==> src/rtl/disp_pkg.sv <==
// Shared types and helpers for the result display scheduler.
package disp_pkg;

  localparam int MAX_SLOTS = 8;
  localparam int IDX_W     = 3;

  typedef enum logic [1:0] {
    IDLE  = 2'd0,
    SHOW  = 2'd1,
    BLANK = 2'd2,
    DONE  = 2'd3
  } state_t;

  typedef logic [IDX_W-1:0] idx_t;

  // Returns {found, index} of the lowest set bit of v at or above position from.
  function automatic logic [IDX_W:0] find_valid(input logic [MAX_SLOTS-1:0] v,
                                                input logic [IDX_W:0]     from);
    logic [IDX_W:0] r;
    r = '0;
    for (int i = MAX_SLOTS - 1; i >= 0; i--) begin
      if (v[i] && ((IDX_W + 1)'(i) >= from)) r = {1'b1, IDX_W'(i)};
    end
    return r;
  endfunction

endpackage

==> src/rtl/display_scheduler_tick_gen.sv <==
// Free-running modulo-DIV counter with synchronous clear and terminal-count pulse.
module tick_gen #(
  parameter int unsigned DIV = 4
) (
  input  logic i_clk,
  input  logic i_clr,
  output logic o_tc
);

  localparam int unsigned CW = (DIV > 1) ? $clog2(DIV) : 1;
  localparam logic [CW-1:0] LAST = CW'(DIV - 1);

  logic [CW-1:0] r_cnt;

  always_ff @(posedge i_clk) begin
    if (i_clr || (r_cnt == LAST)) r_cnt <= '0;
    else                          r_cnt <= r_cnt + CW'(1);
  end

  assign o_tc = !i_clr && (r_cnt == LAST);

endmodule

==> src/rtl/display_scheduler.sv <==
// Steps through stored result slots for a 7-seg display, one value per dwell period.
// Optional inter-value blank gap enabled by defining DISP_BLANK_EN.
module display_scheduler
  import disp_pkg::*;
#(
  parameter int SLOTS     = 8,
  parameter int SCAN_DIV  = 50000,
  parameter int DWELL_DIV = 50000000,
  parameter int BLANK_DIV = 12500000
) (
  input  logic       clk,
  input  logic       rst,
  input  logic       wr_en,
  input  logic [2:0] wr_addr,
  input  logic [7:0] wr_data,
  input  logic       start,
  input  logic       stop,
  input  logic       loop,
  output logic [7:0] disp_val,
  output logic [2:0] disp_idx,
  output logic       disp_on,
  output logic       scan_tick,
  output logic       busy,
  output logic       done
);

  logic [MAX_SLOTS-1:0] r_valid;
  logic [7:0]           r_data [MAX_SLOTS];
  state_t               r_state, w_nxt_state, w_adv_state;
  idx_t                 r_idx, w_nxt_idx;
  logic                 r_empty_done, w_empty_start;
  logic                 w_wr_ok, w_dwell_tc, w_blank_tc;
  logic [MAX_SLOTS-1:0] w_wr_mask, w_valid;
  logic [IDX_W:0]       w_first, w_next;

  // A write landing in the same cycle as start or an advance is already visible.
  assign w_wr_ok   = wr_en && (32'(wr_addr) < SLOTS);
  assign w_wr_mask = w_wr_ok ? (MAX_SLOTS'(1) << wr_addr) : '0;
  assign w_valid   = r_valid | w_wr_mask;
  assign w_first   = find_valid(w_valid, '0);
  assign w_next    = find_valid(w_valid, (IDX_W + 1)'(r_idx) + (IDX_W + 1)'(1));

  always_ff @(posedge clk) begin
    if (rst) r_valid <= '0;
    else     r_valid <= w_valid;
  end

  always_ff @(posedge clk) begin
    if (w_wr_ok) r_data[wr_addr] <= wr_data;
  end

  tick_gen #(.DIV(SCAN_DIV)) u_scan (
    .i_clk (clk),
    .i_clr (rst),
    .o_tc  (scan_tick)
  );

  tick_gen #(.DIV(DWELL_DIV)) u_dwell (
    .i_clk (clk),
    .i_clr (rst || (r_state != SHOW)),
    .o_tc  (w_dwell_tc)
  );

  // Held in clear whenever BLANK is not entered, so it is inert without the gap.
  tick_gen #(.DIV(BLANK_DIV)) u_blank (
    .i_clk (clk),
    .i_clr (rst || (r_state != BLANK)),
    .o_tc  (w_blank_tc)
  );

`ifdef DISP_BLANK_EN
  assign w_adv_state = BLANK;
`else
  assign w_adv_state = SHOW;
`endif

  always_ff @(posedge clk) begin
    if (rst) begin
      r_state      <= IDLE;
      r_idx        <= '0;
      r_empty_done <= 1'b0;
    end else begin
      r_state      <= w_nxt_state;
      r_idx        <= w_nxt_idx;
      r_empty_done <= w_empty_start;
    end
  end

  always_comb begin
    w_nxt_state   = r_state;
    w_nxt_idx     = r_idx;
    w_empty_start = 1'b0;
    case (r_state)
      IDLE: begin
        if (start && !stop) begin
          if (w_first[IDX_W]) begin
            w_nxt_state = SHOW;
            w_nxt_idx   = w_first[IDX_W-1:0];
          end else begin
            w_empty_start = 1'b1;
          end
        end
      end
      SHOW: begin
        if (stop) begin
          w_nxt_state = IDLE;
        end else if (w_dwell_tc) begin
          if (w_next[IDX_W]) begin
            w_nxt_state = w_adv_state;
            w_nxt_idx   = w_next[IDX_W-1:0];
          end else if (loop) begin
            w_nxt_state = w_adv_state;
            w_nxt_idx   = w_first[IDX_W-1:0];
          end else begin
            w_nxt_state = DONE;
          end
        end
      end
      BLANK: begin
        if (stop)            w_nxt_state = IDLE;
        else if (w_blank_tc) w_nxt_state = SHOW;
      end
      DONE:    w_nxt_state = IDLE;
      default: w_nxt_state = IDLE;
    endcase
  end

  always_comb begin
    busy     = 1'b0;
    disp_on  = 1'b0;
    disp_val = '0;
    done     = r_empty_done;
    case (r_state)
      SHOW: begin
        busy     = 1'b1;
        disp_on  = 1'b1;
        disp_val = r_data[r_idx];
      end
      BLANK: busy = 1'b1;
      DONE: begin
        busy = 1'b1;
        done = 1'b1;
      end
      default: ;
    endcase
  end

  assign disp_idx = r_idx;

endmodule

==> config.mk <==
export PLATFORM = sky130hd
export DESIGN_NAME = display_scheduler
export DESIGN_NICKNAME = d
export VERILOG_FILES = /design/src/rtl/disp_pkg.sv /design/src/rtl/display_scheduler_tick_gen.sv /design/src/rtl/display_scheduler.sv
export SDC_FILE = /design/constraint.sdc
export NUM_CORES = 1
export LEC_CHECK = 0
export ABC_AREA = 1
export CAP_MARGIN = 20
export CORE_MARGIN = 2
export CORE_UTILIZATION = 55
export CTS_BUF_LIST = sky130_fd_sc_hd__clkbuf_4
export DETAILED_ROUTE_END_ITERATION = 7
export PLACE_DENSITY = 0.74
export SLEW_MARGIN = 20
export SYNTH_ARGS = -nofsm -noshare
export SYNTH_HDL_FRONTEND = slang
export SYNTH_SLANG_ARGS = --single-unit
==> constraint.sdc <==
create_clock -name clk -period 4.75 [get_ports clk]
set_input_delay 0.95 -clock clk [delete_from_list [all_inputs] [get_ports clk]]
set_output_delay 0.95 -clock clk [all_outputs]
set_load 0.01 [all_outputs]
==> results.md <==
- Clk Latency, worst-skew pair: 550 ps
- CTS Sinks: 147
- PortBufs: 31
- Hold Fails Final Rpt: 0
- Setup Fix Bufs, Post-CTS: 0
- DR iter-0 viols: 444
- First-pass GRT wire length: 22,200 um
- Clock Skew: 15.3 ps
- DR DRC count: 0
- PwrDens: 327 nW/um^2
- Post-synth top area cell: edfxtp_1
- Reg2Reg Setup Slack: 2580 ps
- Initial antenna violation count: 1
- Syn Nets: 806
- Xor and xnor area share after synthesis: 1.44%
- Initial Util: 56.0%
- CP Class: flip-flop to output port
- CTS root buf: clkbuf_4
- Die W: 114 um
- Reg clk slew, reported paths: 120 ps
- Site row count: 40
- Max Freq: 252 MHz
- Drt first pass iters: 5
- Fin crit share: 83.4%
- Final Hold Slack: 460 ps
- Commonest non-fill, non-tap cells in the layout: nor2_1, nand2_1, inv_1
- Static leakage: 0.00273 uW
- Pin count of the biggest net entering global routing: 34
- Via Count: 5,256
- Adder-cell share of the synthesized area: 0.750%
- Die footprint: 13,000 sq um
- Vias in the first global route: 5,086
- Worst Tran Pin Value: 1040 ps
- Core Box Area: 11,900 sq um
- Power Total: 2420 uW
- CP Max Fanout: 33
- Final GP Congestion: 0.863
- Post-route ant nets: 0
- DR vias/cell: 5.35
- Synth Area in Compound Gates: 10.8%
- Worst vdd ir: 162 uV
- Status: completed
- P&R area growth vs syn: 11.1%
- Max Root-Sink Buffers: 2
- Max-cap violations: 0
- Die height: 114 um
- Critical Path AT: 3010 ps
- Placed Area: 7120 sq um
- Class of the worst hold path: flip-flop to flip-flop
- Seq/Total Area, Yosys: 53.7%
- H-Tree Depth: 4
- Share of cells above drive strength 1: 10.9%
- # hold bufs at CTS: 0
- CTS tree: yes
- DRT Wirelength: 13,200 um
- IO Count: 32
- Combinational family with the most area after synthesis: simple AND/OR/NAND/NOR gates
- RSZ-0062 raised after global routing: no
- FF+latch count, synth: 147
- Nets: 842
- GRT Residual Overflow: 0
- # setup viols final: 0
- Multiplexer share of the synthesized area: 0%
- Cell variety after synth: 43
- CP required: 3800 ps
- PostCTS Resize Cnt: 0
- Largest cells by area after synthesis: edfxtp_1, dfxtp_1, nor2_1
- DR WL/cell: 13.4 um
- Worst setup SP type: flip-flop
- Synth top area share: 28.8%
- Simple-gate share of the synthesized area: 26.9%
- Syn Inst Count: 785
- Max transition margin: 30.2%
- Most common cell after layout, fill and taps aside: nor2_1
- Tot GR Track Use: 21.7%
- Syn avg cell area: 8.50 sq um
- Period minus WS final: 3960 ps
- Pins Over Slew Limit: 0
- Setup TNS Final: 0 ps
- Worst setup EP type: output port
- Mapped Area: 6680 sq um
- Detail Placement HPWL: 9230 um
- Fin area: 7420 sq um
- Inserted Clock Buffers: 17
- Yosys warning count: 0
metrics by stage:
step	util, %	cells	worst slack (ps)
6_report	62.3	982	787
5_1_grt	62.3	982	601
4_1_cts	62.2	981	816
3_5_place_dp	59.7	949	1290
3_3_place_gp	59.7	949	1300
2_1_floorplan	-	785	2480
logic make-up (layout without fill, tap and decap cells):
group / after synthesis / count (layout)
compound gates: 124 / 124
other cells: 0 / 1
simple gates: 386 / 386
buf+inv: 113 / 162
fa+ha+maj: 4 / 4
flops: 147 / 147
xor+xnor: 11 / 11
registers in the layout (all words and copies together), names as in the netlist, named ones only:
| name | flops |
|---|---|
| disp_idx | 3 |
| r_data | 64 |
| r_empty_done | 1 |
| r_state | 2 |
| r_valid | 8 |
| u_blank.r_cnt | 24 |
| u_dwell.r_cnt | 26 |
| u_scan.r_cnt | 16 |
synthesized netlist by cell type (all sizes together):
master and number:
xnor2 4, or2 3, a2111oi 1, and3 1
dfxtp 83, nor3b 9, xor2 7, a31oi 8
nor3 30, a31o 2, nor2 169, nand3 32
clkbuf 11, o22ai 8, a21boi 1, a21oi 29
nor4 3, o211ai 1, nand2 128, a211oi 4
buf 4, nand4 11, o21bai 6, inv 97
clkinv 1, edfxtp 64, ha 4, o21a 6
o21ai 58
cell type report:
type,instances,area [sq um]
Fill cell,1002,4490
Sequential cell,147,3580
Multi-Input combinational cell,525,2660
Inverter,98,368
Timing Repair Buffer,32,318
Tap cell,147,184
Clock inverter,14,163
Clock buffer,18,135
Antenna cell,1,2.50
final timing paths:
path | start | endpoint | depth (start not counted)
max | flip-flop | disp_val[1] | 7
min | u_dwell.r_cnt[0] | u_dwell.r_cnt[0] | 1
max reg2reg | u_dwell.r_cnt[0] | u_dwell.r_cnt[23] | 10
min reg2reg | u_dwell.r_cnt[0] | u_dwell.r_cnt[0] | 1
where the power goes:
part / leakage [uW] / switching, uW / internal, uW
Sequential: 0.00125 / 20.3 / 1350
Combinational: 0.00131 / 160 / 92.4
Clock: 0.000164 / 433 / 369
Total: 0.00273 / 613 / 1810
critical path, cell delays in order (launching register included):
cell             delay [ps]
dfxtp_1                 320
buf_4                   230
inv_1                   680
o21ai_0                 190
o22ai_1                 150
o21ai_0                  90
a31oi_1                 230
clkdlybuf4s50_1         580
metal layers:
metal	share of wire, %	global-route usage [%]
met3	4.8	4.66
met1	43	25.1
met5	0	0
met4	2.2	11.0
met2	50	38.0
Power figures use the tool's default switching activity.
